===== src/rtl/inst_fetch_q_if.sv =====
`default_nettype none
// ============================================================================
// Module   : inst_fetch_q_if
// Brief    : Instruction-memory, decode and redirect bundle for inst_fetch_q.
// Revision : 1.0 - initial release
// ============================================================================
interface inst_fetch_q_if #(
   parameter int ADDR_W = 32,
   parameter int INST_W = 32
);
   logic              imem_req;
   logic [ADDR_W-1:0] imem_addr;
   logic              imem_ack;
   logic [INST_W-1:0] imem_rdata;

   logic              out_valid;
   logic              out_ready;
   logic [ADDR_W-1:0] out_pc;
   logic [INST_W-1:0] out_inst;

   logic              branch;
   logic              jmp;
   logic [ADDR_W-1:0] redir_pc;
   logic [15:0]       imm16;
   logic [25:0]       jmp_imm26;

   modport master (
      output imem_req, imem_addr,
      input  imem_ack, imem_rdata,
      output out_valid, out_pc, out_inst,
      input  out_ready,
      input  branch, jmp, redir_pc, imm16, jmp_imm26
   );

   modport slave (
      input  imem_req, imem_addr,
      output imem_ack, imem_rdata,
      input  out_valid, out_pc, out_inst,
      output out_ready,
      output branch, jmp, redir_pc, imm16, jmp_imm26
   );
endinterface
`default_nettype wire


===== src/rtl/inst_fetch_q.sv =====
`default_nettype none
// ============================================================================
// Module   : inst_fetch_q
// Brief    : Single-outstanding instruction fetcher feeding a QDEPTH-entry
//            {pc, inst} queue, with branch/jump redirect and flush.
// Revision : 1.0 - initial release
// ============================================================================
module inst_fetch_q #(
   parameter int                ADDR_W   = 32,
   parameter int                INST_W   = 32,
   parameter int                QDEPTH   = 4,
   parameter logic [ADDR_W-1:0] RESET_PC = '0
) (
   input  logic clk,
   input  logic reset,
   inst_fetch_q_if.master bus
);

   localparam int                 c_PTR_W   = $clog2(QDEPTH);
   localparam int                 c_CNT_W   = c_PTR_W + 1;
   localparam logic [c_PTR_W-1:0] c_PTR_ONE = c_PTR_W'(1);
   localparam logic [c_CNT_W-1:0] c_CNT_ONE = c_CNT_W'(1);
   localparam logic [c_CNT_W-1:0] c_FULL    = c_CNT_W'(QDEPTH);
   localparam logic [ADDR_W-1:0]  c_FOUR    = ADDR_W'(4);

   typedef enum logic [0:0] {
      S_FETCH   = 1'b0,
      S_DISCARD = 1'b1
   } state_t;

   state_t              r_state;
   logic [ADDR_W-1:0]   r_fetch_pc;
   logic                r_req;
   logic [ADDR_W-1:0]   r_addr;
   logic [c_PTR_W-1:0]  r_wr_ptr;
   logic [c_PTR_W-1:0]  r_rd_ptr;
   logic [c_CNT_W-1:0]  r_count;
   logic [ADDR_W-1:0]   r_pc_q   [QDEPTH];
   logic [INST_W-1:0]   r_inst_q [QDEPTH];

   state_t              w_state_nxt;
   logic [ADDR_W-1:0]   w_fetch_pc_nxt;
   logic                w_req_nxt;
   logic [ADDR_W-1:0]   w_addr_nxt;
   logic [c_PTR_W-1:0]  w_wr_ptr_nxt;
   logic [c_PTR_W-1:0]  w_rd_ptr_nxt;
   logic [c_CNT_W-1:0]  w_count_nxt;
   logic                w_enq;
   logic                w_deq;
   logic                w_issue;

   logic                w_redirect;
   logic [ADDR_W-1:0]   w_seq_pc;
   logic [ADDR_W-1:0]   w_br_off;
   logic [ADDR_W-1:0]   w_jmp_off;
   logic [ADDR_W-1:0]   w_target;

   // Offsets are byte offsets relative to the instruction after the redirector
   assign w_redirect = bus.branch | bus.jmp;
   assign w_seq_pc   = bus.redir_pc + c_FOUR;
   assign w_br_off   = {{(ADDR_W-16){bus.imm16[15]}}, bus.imm16};
   assign w_jmp_off  = {{(ADDR_W-26){bus.jmp_imm26[25]}}, bus.jmp_imm26};
   assign w_target   = bus.branch ? (w_seq_pc + w_br_off) : (w_seq_pc + w_jmp_off);

   assign w_deq = (r_count != '0) && bus.out_ready && !w_redirect;

   always_comb begin
      w_state_nxt    = r_state;
      w_fetch_pc_nxt = r_fetch_pc;
      w_req_nxt      = r_req;
      w_addr_nxt     = r_addr;
      w_enq          = 1'b0;
      w_issue        = 1'b0;

      case (r_state)
         S_FETCH: begin
            if (w_redirect) begin
               w_fetch_pc_nxt = w_target;
               if (r_req && !bus.imem_ack) begin
                  w_state_nxt = S_DISCARD;
               end else begin
                  w_issue = 1'b1;
               end
            end else if (!(r_req && !bus.imem_ack)) begin
               if (r_req && (r_count < c_FULL)) begin
                  w_enq          = 1'b1;
                  w_fetch_pc_nxt = r_fetch_pc + c_FOUR;
               end
               w_issue = 1'b1;
            end
         end
         S_DISCARD: begin
            // Request stays parked on its original address until memory answers
            if (w_redirect) begin
               w_fetch_pc_nxt = w_target;
            end
            if (bus.imem_ack) begin
               w_state_nxt = S_FETCH;
               w_issue     = 1'b1;
            end
         end
         default: begin
            w_state_nxt = S_FETCH;
         end
      endcase

      w_wr_ptr_nxt = r_wr_ptr;
      w_rd_ptr_nxt = r_rd_ptr;
      w_count_nxt  = r_count;
      if (w_redirect) begin
         w_wr_ptr_nxt = '0;
         w_rd_ptr_nxt = '0;
         w_count_nxt  = '0;
      end else begin
         if (w_enq) begin
            w_wr_ptr_nxt = r_wr_ptr + c_PTR_ONE;
         end
         if (w_deq) begin
            w_rd_ptr_nxt = r_rd_ptr + c_PTR_ONE;
         end
         if (w_enq && !w_deq) begin
            w_count_nxt = r_count + c_CNT_ONE;
         end else if (!w_enq && w_deq) begin
            w_count_nxt = r_count - c_CNT_ONE;
         end
      end

      // A new request is only raised when its response is sure to find a slot
      if (w_issue) begin
         w_req_nxt  = (w_count_nxt < c_FULL);
         w_addr_nxt = w_fetch_pc_nxt;
      end
   end

   always_ff @(posedge clk) begin
      if (reset) begin
         r_state    <= S_FETCH;
         r_fetch_pc <= RESET_PC;
         r_req      <= 1'b0;
         r_addr     <= RESET_PC;
         r_wr_ptr   <= '0;
         r_rd_ptr   <= '0;
         r_count    <= '0;
      end else begin
         r_state    <= w_state_nxt;
         r_fetch_pc <= w_fetch_pc_nxt;
         r_req      <= w_req_nxt;
         r_addr     <= w_addr_nxt;
         r_wr_ptr   <= w_wr_ptr_nxt;
         r_rd_ptr   <= w_rd_ptr_nxt;
         r_count    <= w_count_nxt;
      end
   end

   always_ff @(posedge clk) begin
      if (!reset && w_enq) begin
         r_pc_q[r_wr_ptr]   <= r_fetch_pc;
         r_inst_q[r_wr_ptr] <= bus.imem_rdata;
      end
   end

   assign bus.imem_req  = r_req;
   assign bus.imem_addr = r_addr;
   assign bus.out_valid = (r_count != '0);
   assign bus.out_pc    = r_pc_q[r_rd_ptr];
   assign bus.out_inst  = r_inst_q[r_rd_ptr];

endmodule
`default_nettype wire


===== src/flat_wrapper.sv =====
// flat-port wrapper written by rule: the top's interface ports become plain ports
module inst_fetch_q_flat 
#(
   parameter int                ADDR_W   = 32,
   parameter int                INST_W   = 32,
   parameter int                QDEPTH   = 4,
   parameter logic [ADDR_W-1:0] RESET_PC = '0
)
  (clk, reset, bus_imem_req, bus_imem_addr, bus_imem_ack, bus_imem_rdata, bus_out_valid, bus_out_pc, bus_out_inst, bus_out_ready, bus_branch, bus_jmp, bus_redir_pc, bus_imm16, bus_jmp_imm26);
  inst_fetch_q_if #(.ADDR_W(ADDR_W), .INST_W(INST_W)) bus_i ();
  input  logic clk;
  input  logic reset;
  output wire logic [$bits(bus_i.imem_req)-1:0] bus_imem_req;
  output wire logic [$bits(bus_i.imem_addr)-1:0] bus_imem_addr;
  input wire logic [$bits(bus_i.imem_ack)-1:0] bus_imem_ack;
  input wire logic [$bits(bus_i.imem_rdata)-1:0] bus_imem_rdata;
  output wire logic [$bits(bus_i.out_valid)-1:0] bus_out_valid;
  output wire logic [$bits(bus_i.out_pc)-1:0] bus_out_pc;
  output wire logic [$bits(bus_i.out_inst)-1:0] bus_out_inst;
  input wire logic [$bits(bus_i.out_ready)-1:0] bus_out_ready;
  input wire logic [$bits(bus_i.branch)-1:0] bus_branch;
  input wire logic [$bits(bus_i.jmp)-1:0] bus_jmp;
  input wire logic [$bits(bus_i.redir_pc)-1:0] bus_redir_pc;
  input wire logic [$bits(bus_i.imm16)-1:0] bus_imm16;
  input wire logic [$bits(bus_i.jmp_imm26)-1:0] bus_jmp_imm26;
  assign bus_imem_req = bus_i.imem_req;
  assign bus_imem_addr = bus_i.imem_addr;
  assign bus_i.imem_ack = bus_imem_ack;
  assign bus_i.imem_rdata = bus_imem_rdata;
  assign bus_out_valid = bus_i.out_valid;
  assign bus_out_pc = bus_i.out_pc;
  assign bus_out_inst = bus_i.out_inst;
  assign bus_i.out_ready = bus_out_ready;
  assign bus_i.branch = bus_branch;
  assign bus_i.jmp = bus_jmp;
  assign bus_i.redir_pc = bus_redir_pc;
  assign bus_i.imm16 = bus_imm16;
  assign bus_i.jmp_imm26 = bus_jmp_imm26;
  inst_fetch_q #(.ADDR_W(ADDR_W), .INST_W(INST_W), .QDEPTH(QDEPTH), .RESET_PC(RESET_PC)) u_core (.clk(clk), .reset(reset), .bus(bus_i));
endmodule

===== config.mk =====
export PLATFORM = sky130hd
export DESIGN_NAME = inst_fetch_q_flat
export DESIGN_NICKNAME = d
export VERILOG_FILES = /design/src/rtl/inst_fetch_q_if.sv /design/src/rtl/inst_fetch_q.sv /design/src/flat_wrapper.sv
export SDC_FILE = /design/constraint.sdc
export NUM_CORES = 1
export LEC_CHECK = 0
export ABC_AREA = 1
export CORE_MARGIN = 5
export CORE_UTILIZATION = 55
export DETAILED_ROUTE_END_ITERATION = 10
export PLACE_DENSITY = 0.79
export SLEW_MARGIN = 0
export SYNTH_ARGS = -nofsm -noshare
export SYNTH_HDL_FRONTEND = slang
export SYNTH_SLANG_ARGS = --single-unit

===== constraint.sdc =====
create_clock -name clk -period 6.4 [get_ports clk]
set_input_delay 1.28 -clock clk [delete_from_list [all_inputs] [get_ports clk]]
set_output_delay 1.28 -clock clk [all_outputs]
set_load 0.03 [all_outputs]

==> metrics <==
skew final=17.2 ps; r2r setup slk=3410 ps; RR Startpoint=u_core.bus.imem_req; Max Fclk=223 MHz; RD Place Congestion=0.991; Post-synth top cells=nand2_1 (475), edfxtp_1 (256), nor2_1 (231); H-tree depth=1; RSZ-0062 raised after global routing=no; hold endpoint=u_core.bus.imem_addr[22]; Mean Syn Cell Area=8.83 sq um; CP Max Fanout=73; Residual DRC=0; CTS root buf=clkbuf_16; Synth top area share=46.6%; TritonRoute pass-1 iters=5; P per Cell Area=247 nW/um^2; hold violation total from the final report=0; Ports=210; final instance area=20000 sq um; nets@finish=2222; Worst-path clk slew=60 ps; area growth from synthesis to layout=21.0%; antenna-violating nets left=0; CTS Hold Bufs=0; kind of start point of the critical path=register; DP Area=19000 sq um; PortBufs=209; most common cell in the synthesized netlist=nand2_1; FF+latch count, synth=331; critical path type=register to output pin; initial cell density of the core=55.7%; Die Y=183 um; cts bufs inserted=30; synthesized cell area=16500 sq um; Worst Hold Depth=2; syn nets=2029; register area share after synthesis=55.7%; Routed wire per std cell=16.6 um; Synth Instances=1870; largest net degree at the start of global routing=74; Post-synth EDFFs=256; hold path startpoint=u_core.bus.imem_addr[22]; minimum clock period=4490 ps; Die Wd=183 um; Synth cell types=42; status=finished clean; Setup Buffers After CTS=0; TNS Setup=0 ps; Vias/cell=5.38; RR Endpoint=u_core.r_inst_q[0][14]; vias in the first global route=13000; leak pwr=8.19 nW; final critical-path share of the clock period=70.2%; row cnt=63; Slew @ Worst Pin=1180 ps; proportion of layout cells with a drive suffix above 1=5.46%; initial antenna violation count=0; First DRT Iteration DRCs=1056; HPWL Detailed=29.1 mm; Synth area leaders=edfxtp_1 (47%), nand2_1 (11%), dfxtp_1 (9.1%); Core ar.=29600 sq um; CTS Sinks=331; Arr. time, crit path=3210 ps; Worst R2R Path Depth=7; # diodes=0; CTS tree=built; global-route wire length before repair=65.4 mm; Hold Crit Class=register to register; gr usage total=23.9%; post-CTS sizing=0; Yosys warnings=0; Max Cap Violations=0; Finished Layout Cells=2477; FFs w/ async S/R, synth=0%; Clock Path Buffers=3; Via Count=13300; Max transition margin=21.3%; Crit. End Element=output pin; Worst VDD drop=0.168 mV; Synth area leader=edfxtp_1; CP required=5120 ps; Post-Route WL=41.2 mm; DIE AREA=33600 sq um; Final Setup Violations=0; total grt overflow=0; Slew Viols, Final=0; Cells after DPL=2421; later-pin clock latency in the skew report=540 ps; Top FF cell, synth=edfxtp_1
-- logic make-up after synthesis --
logic type	share of synthesized area (%)
and+or+nand+nor	22.7
buffers and inverters	6.02
adders and majority gates	3.61
xor gates and xnor gates	2.07
AOI/OAI and AO/OA	9.86
DFF	55.7
muxes	0.0606
-- routing by layer --
metal  wire length [um]  GRT usage, %  part of all wire (%)
met3               2350          2.72                   5.7
met2              20200          42.4                    49
met5                  0             0                     0
met4               1240          7.42                   3.0
met1              17400          31.1                    42
-- worst max-delay path, cell delays in order, from the launching register on --
cell	delay, ps
dfxtp_4	810
clkinv_2	330
buf_4	420
o21ai_0	300
o22ai_1	120
clkdlybuf4s50_1	620
-- worst max-delay path by stage --
stage                                     endpoint
after global routing               bus_out_inst[1]
after detailed placement  u_core.bus.imem_addr[17]
final                             bus_out_inst[12]
after CTS                         bus_out_inst[12]
after floorplan              u_core.r_inst_q[0][0]
after global placement    u_core.bus.imem_addr[27]
-- flip-flops by register name, indices dropped and copies added (netlist names), named ones only --
name,count
u_core.bus.imem_addr,32
u_core.bus.imem_req,1
u_core.r_count,3
u_core.r_fetch_pc,32
u_core.r_inst_q,128
u_core.r_pc_q,128
u_core.r_rd_ptr,2
u_core.r_state,1
u_core.r_wr_ptr,2
-- power by group --
part	leakage [nW]	switching, mW	internal [mW]
logic	4.73	0.423	0.270
registers	2.98	0.0916	2.40
clock network	0.482	0.746	1.01
total	8.19	1.26	3.67
-- per-stage QoR --
| step | setup WS, ps | utilization [%] | power (mW) | hold slack, ps |
|---|---|---|---|---|
| floorplan | 1250 | - | 2.93 | 455 |
| global placement | 1820 | 64.1 | 3.21 | 442 |
| detailed placement | 1730 | 64.1 | 3.22 | 440 |
| CTS | 1920 | 67.4 | 4.95 | 455 |
| global route | 1690 | 67.4 | 5.15 | 472 |
| finish | 1910 | 67.4 | 4.93 | 451 |
-- final cells by class --
type / count / area (sq um)
fillers: 2342 / 9660
flip-flops and latches: 331 / 9190
multi-input cells: 1277 / 6360
repair buffers: 223 / 2200
clock buffers: 33 / 783
inverters: 200 / 752
well taps: 390 / 488
clock inverters: 23 / 204
-- cells in the final DEF (no fill, tap or decap), types with 27 or more instances in the layout --
| cell type | n |
|---|---|
| nand2_1 | 475 |
| edfxtp_1 | 256 |
| nor2_1 | 227 |
| clkdlybuf4s50_1 | 209 |
| inv_1 | 191 |
| o21ai_0 | 159 |
| nand3_1 | 95 |
| dfxtp_1 | 73 |
| o22ai_1 | 65 |
| a21oi_1 | 61 |
| ha_1 | 46 |
| clkbuf_16 | 31 |
| xor2_1 | 27 |
No activity file was read; power rests on OpenSTA's default activity.
